[src/rtl/wb_arbiter.sv]
// wb_arbiter: round-robin writeback arbiter with epoch filtering, optional branch priority via WB_ARB_BRANCH_PRIO_EN
package wb_arbiter_pkg;
  typedef struct packed {
    logic [5:0]  rob_idx;
    logic [1:0]  epoch;
    logic        is_branch;
    logic        mispredict;
    logic [21:0] data;
  } fu_wb_t;
endpackage

module wb_arbiter
  import wb_arbiter_pkg::*;
#(
  parameter int NUM_REQ = 4,
  parameter int REQ_W   = $clog2(NUM_REQ)
) (
  input  logic               clk,
  input  logic               rst,
  input  logic [NUM_REQ-1:0] fu_valid,
  output logic [NUM_REQ-1:0] fu_ready,
  input  fu_wb_t             fu_pkt [NUM_REQ],
  input  logic [1:0]         global_epoch,
  input  logic               flush_valid,
  output logic               wb_valid,
  input  logic               wb_ready,
  output fu_wb_t             wb_pkt,
  output logic [REQ_W-1:0]   grant_idx
);
  logic               r_wb_valid;
  fu_wb_t             r_wb_pkt;
  logic [REQ_W-1:0]   r_grant_idx;
  logic [REQ_W-1:0]   r_rr_ptr;
  logic [NUM_REQ-1:0] w_live;
  logic [NUM_REQ-1:0] w_stale;
  logic [NUM_REQ-1:0] w_cand;
  logic [NUM_REQ-1:0] w_onehot;
  logic               w_load_en;
  logic               w_found;
  logic [REQ_W-1:0]   w_gnt;
  int                 w_j;

  // classify requesters as live or stale against the current epoch
  always_comb begin
    w_live  = '0;
    w_stale = '0;
    for (int i = 0; i < NUM_REQ; i++) begin
      w_live[i]  = fu_valid[i] && (fu_pkt[i].epoch == global_epoch);
      w_stale[i] = fu_valid[i] && (fu_pkt[i].epoch != global_epoch);
    end
  end

`ifdef WB_ARB_BRANCH_PRIO_EN
  logic [NUM_REQ-1:0] w_br;
  // mispredicting branches pre-empt everything else when any are live
  always_comb begin
    w_br = '0;
    for (int i = 0; i < NUM_REQ; i++)
      w_br[i] = w_live[i] && fu_pkt[i].is_branch && fu_pkt[i].mispredict;
    w_cand = |w_br ? w_br : w_live;
  end
`else
  assign w_cand = w_live;
`endif

  // first candidate at or after the round-robin pointer, wrapping
  always_comb begin
    w_found = 1'b0;
    w_gnt   = '0;
    w_j     = 0;
    for (int k = 0; k < NUM_REQ; k++) begin
      w_j = int'(r_rr_ptr) + k;
      w_j = (w_j >= NUM_REQ) ? w_j - NUM_REQ : w_j;
      if (!w_found && w_cand[w_j]) begin
        w_found = 1'b1;
        w_gnt   = REQ_W'(w_j);
      end
    end
  end

  // a stale held packet frees the register just like a consume
  assign w_load_en = !r_wb_valid || wb_ready || (r_wb_pkt.epoch != global_epoch);
  assign w_onehot  = NUM_REQ'(1) << w_gnt;
  assign fu_ready  = (rst || flush_valid) ? '0 :
                     (w_stale | ((w_load_en && w_found) ? w_onehot : '0));

  // output register and round-robin pointer
  always_ff @(posedge clk or posedge rst) begin
    if (rst) begin
      r_wb_valid  <= 1'b0;
      r_wb_pkt    <= '0;
      r_grant_idx <= '0;
      r_rr_ptr    <= '0;
    end else if (flush_valid) begin
      r_wb_valid <= 1'b0;
      r_rr_ptr   <= '0;
    end else if (w_load_en) begin
      r_wb_valid <= w_found;
      if (w_found) begin
        r_wb_pkt    <= fu_pkt[w_gnt];
        r_grant_idx <= w_gnt;
        r_rr_ptr    <= (w_gnt == REQ_W'(NUM_REQ - 1)) ? '0 : w_gnt + REQ_W'(1);
      end
    end
  end

  assign wb_valid  = r_wb_valid;
  assign wb_pkt    = r_wb_pkt;
  assign grant_idx = r_grant_idx;
endmodule

[config.mk]
export PLATFORM = sky130hd
export DESIGN_NAME = wb_arbiter
export DESIGN_NICKNAME = d
export VERILOG_FILES = /design/src/rtl/wb_arbiter.sv
export SDC_FILE = /design/constraint.sdc
export NUM_CORES = 1
export LEC_CHECK = 0
export ABC_AREA = 1
export CORE_AREA = 2 2 104 106
export DETAILED_ROUTE_END_ITERATION = 12
export DIE_AREA = 0 0 106 108
export GPL_TIMING_DRIVEN = 0
export PLACE_DENSITY = 0.79
export SYNTH_ARGS = -nofsm -noshare
export SYNTH_HDL_FRONTEND = slang
export SYNTH_SLANG_ARGS = --single-unit
[constraint.sdc]
create_clock -name clk -period 2.1 [get_ports clk]
set_clock_uncertainty 0.15 [all_clocks]
set_input_delay 0.315 -clock clk [delete_from_list [all_inputs] [get_ports clk]]
set_output_delay 0.315 -clock clk [all_outputs]
set_load 0.03 [all_outputs]
==> results of run 1 <==
metal layers:
| layer | vias up | track usage (%) | wire length [µm] |
|---|---|---|---|
| met1 | 2314 | 34.4 | 6740 |
| met5 | - | 0 | 0 |
| li1 | 2429 | - | - |
| met4 | 0 | 12.5 | 720 |
| met2 | 278 | 44.3 | 7630 |
| met3 | 67 | 5.55 | 1270 |
worst max-delay path by stage:
| stage | start | depth (start not counted) | to | slack, ns |
|---|---|---|---|---|
| after floorplan | global_epoch[0] | 15 | fu_ready[1] | -0.18 |
| after global placement | global_epoch[1] | 13 | fu_ready[2] | -1.63 |
| after detailed placement | global_epoch[1] | 13 | fu_ready[2] | -1.64 |
| after CTS | r_rr_ptr[0] | 14 | fu_ready[0] | -0.52 |
| after global routing | r_rr_ptr[0] | 15 | fu_ready[1] | -0.77 |
| final | r_rr_ptr[0] | 15 | fu_ready[1] | -0.70 |
cell type report:
type | instances | area [µm²]
Sequential cell | 37 | 927
Tap cell | 136 | 170
Fill cell | 884 | 3710
Timing Repair Buffer | 236 | 2290
Timing Repair inverter | 1 | 5.00
Inverter | 79 | 310
Clock buffer | 7 | 86.3
Multi-Input combinational cell | 453 | 2360
Buffer | 40 | 369
flip-flops by register name (all words and copies together) (netlist names):
| register | count |
|---|---|
| wb_pkt | 32 |
| grant_idx | 2 |
| r_rr_ptr | 2 |
| wb_valid | 1 |
where the power goes:
part / switching (W) / internal (W) / total [W]
logic: 0.00404 / 0.00292 / 0.00697
registers: 0.000254 / 0.00106 / 0.00132
clock network: 0.000266 / 0.000261 / 0.000527
total: 0.00456 / 0.00425 / 0.00881
critical path, delay by kind of cell (launching register included):
| family | cells | cell delay [ns] |
|---|---|---|
| AO/OA/AOI/OAI | 1 | 0.13 |
| buffers and inverters | 4 | 0.47 |
| flip-flops | 1 | 0.49 |
| AND/OR/NAND/NOR | 10 | 0.93 |
through the flow:
| step | util [%] | setup WS [ns] | instance area [µm²] | setup TNS [ns] | hold slack (ns) |
|---|---|---|---|---|---|
| 5_1_grt | 63.7 | -0.774 | 6520 | -16.04 | 0.354 |
| 3_5_place_dp | 54.5 | -1.64 | 5570 | -33.64 | 0.316 |
| 3_3_place_gp | 54.5 | -1.63 | 5570 | -32.29 | 0.311 |
| 6_report | 63.7 | -0.704 | 6520 | -13.44 | 0.336 |
| 2_1_floorplan | - | -0.177 | 3650 | -0.662 | 0.129 |
| 4_1_cts | 61.0 | -0.518 | 6240 | -8.14 | 0.336 |
Yosys cell counts (2+ instances only):
master   count
nand4_1     13
a21oi_1      5
buf_2       23
inv_2        5
nand2_1    244
o21ai_0      4
inv_1       74
dfrtp_1     37
nand3_1    171
nand2_2      2
nor2_1       3
buf_6        7
xnor2_1      5
buf_4       10
timing repair:
action / CTS / global route
endpoints found under the setup margin: 40 / 40
gates resized for setup: 101 / 63
buffers inserted: 55 / 10
pin swaps: 34 / 21
endpoints found under the hold margin: 0 / 0
cloned: 1 / 1
logic make-up (layout without fill, tap and decap cells):
group | after synthesis | count (layout) | share of synthesized area, %
AND/OR/NAND/NOR | 437 | 437 | 54.4
buffers and inverters | 120 | 363 | 16.2
flip-flops | 37 | 37 | 26.4
AO/OA/AOI/OAI | 11 | 11 | 1.75
XOR/XNOR | 5 | 5 | 1.25
==> results.sh, run 1 <==
export IMPL_io_pins=177
export IMPL_ys_flop_type="dfrtp_1"
export IMPL_num_rows=37
export IMPL_setup_viol=40
export IMPL_dp_cells=921
export IMPL_dr_total_vias=5088
export IMPL_yosysTopAreaCell="dfrtp_1"
export IMPL_worst_slew_pin_slew_ns=0.997
export IMPL_p_leak_nw=3.40
export IMPL_yosys_register_bits=37
export IMPL_status="finished, violations left"
export IMPL_whs_endpoint="wb_pkt[20]"
export IMPL_clk_path_buf_depth=2
export IMPL_grt_pass1_wl_mm=24.5
export IMPL_fin_nets=991
export IMPL_synth_cell_type_count=21
export IMPL_grt_pass1_vias=4838
export IMPL_firstDrtPassIters=8
export IMPL_path_class="reg2out"
export IMPL_ys_warn_count=0
export IMPL_r2r_end="wb_pkt[27]"
export IMPL_path_common_cell="nand2_2"
export IMPL_max_slew_margin_rel_pct=33.2
export IMPL_portBuffers=175
export IMPL_core_um2=10200
export IMPL_drc_errors=0
export IMPL_drv_slew=0
export IMPL_critPathArrivalTime_ns=2.34
export IMPL_drt_vias_per_instance=5.14
export IMPL_r2r_start="r_rr_ptr[0]"
export IMPL_stdcell_count=989
export IMPL_wl_mm=16.4
export IMPL_path_max_fanout=4
export IMPL_postSynthCellCount=610
export IMPL_crit_chain="buf_6 -> nand4_1 -> nand2_2 -> nand2_1 -> nand2_1 -> nand2_1 -> nand2_2 -> nand2_2 -> buf_6 -> nand2_8 -> inv_8 -> nor2_4 -> nand2_2 -> a21oi_4 -> buf_6"
export IMPL_first_iter_violations=527
export IMPL_synth_top_area_share_pct=26.4
export IMPL_synth_fp_nets=748
export IMPL_synth_edff_count=0
export IMPL_violations="setup timing"
export IMPL_rrSetupSlack_ns=-0.41
export IMPL_antenna_found_initial=0
export IMPL_cts_max_level=2
export IMPL_dieWidth_um=106
export IMPL_synthTopCellsByArea="dfrtp_1 (26%), nand2_1 (26%), nand3_1 (24%)"
export IMPL_numClockSinks=37
export IMPL_avgSynthCellArea_um2=5.76
export IMPL_crit_path_end_kind="primary output"
export IMPL_grt_use_total_pct=27.1
export IMPL_start_util_pct=34.3
export IMPL_p_per_area_nw_per_um2=1350
export IMPL_rsz0062_at_grt="yes"
export IMPL_hold_path_class="reg2reg"
export IMPL_drt_antenna_violating_nets=0
export IMPL_cts_hold_fix_buffers=0
export IMPL_dp_hpwl_mm=10.2
export IMPL_layout_common_cells="nand2_1 (203), clkdlybuf4s50_1 (161), nand3_1 (158), inv_1 (69), buf_4 (54)"
export IMPL_cp_slowest_cell="dfrtp_2"
export IMPL_drive_gt1_share_pct=23.1
export IMPL_gr_total_overflow=0
export IMPL_fmax_mhz=357
export IMPL_finalWorstSetupSlack_ns=-0.704
export IMPL_cap_violations=0
export IMPL_cts_tree="yes"
export IMPL_cts_root_buf="clkbuf_8"
export IMPL_seq_area_frac_synth_pct=26.4
export IMPL_cts_buffers=5
export IMPL_ir_drop_mv=0.684
export IMPL_cp_start_kind="register"
export IMPL_period_needed_ns=2.80
export IMPL_fin_crit_sh_pct=134
export IMPL_synth_cell_area_um2=3510
export IMPL_path_clk_slew_ns=0.08
export IMPL_die_h_um=108
export IMPL_worstHoldPathCells=2
export IMPL_ff2ff_path_depth=15
export IMPL_place_gp_congestion=0.851
export IMPL_max_stage_delay_ns=0.49
export IMPL_final_hold_viol_count=0
export IMPL_grt_max_degree=20
export IMPL_antennaDiodeCount=0
export IMPL_wl_per_cell_um=16.5
export IMPL_hold_path_startpoint="wb_pkt[20]"
export IMPL_crit_required_ns=1.63
export IMPL_final_common_cell="nand2_1"
export IMPL_async_flop_share_pct=100
export IMPL_die_area_um2=11400
export IMPL_total_power_w=0.00881
export IMPL_clk_latency_ns=0.29
export IMPL_area_growth_pct=85.7
(Power assumes the default switching activity.)
==> run 2: changes to the inputs <==
Settings changed: CTS_CLUSTER_DIAMETER from default to 40.
==> results of run 2 <==
The final DEF is identical to that of run 1; final timing and power are the same.
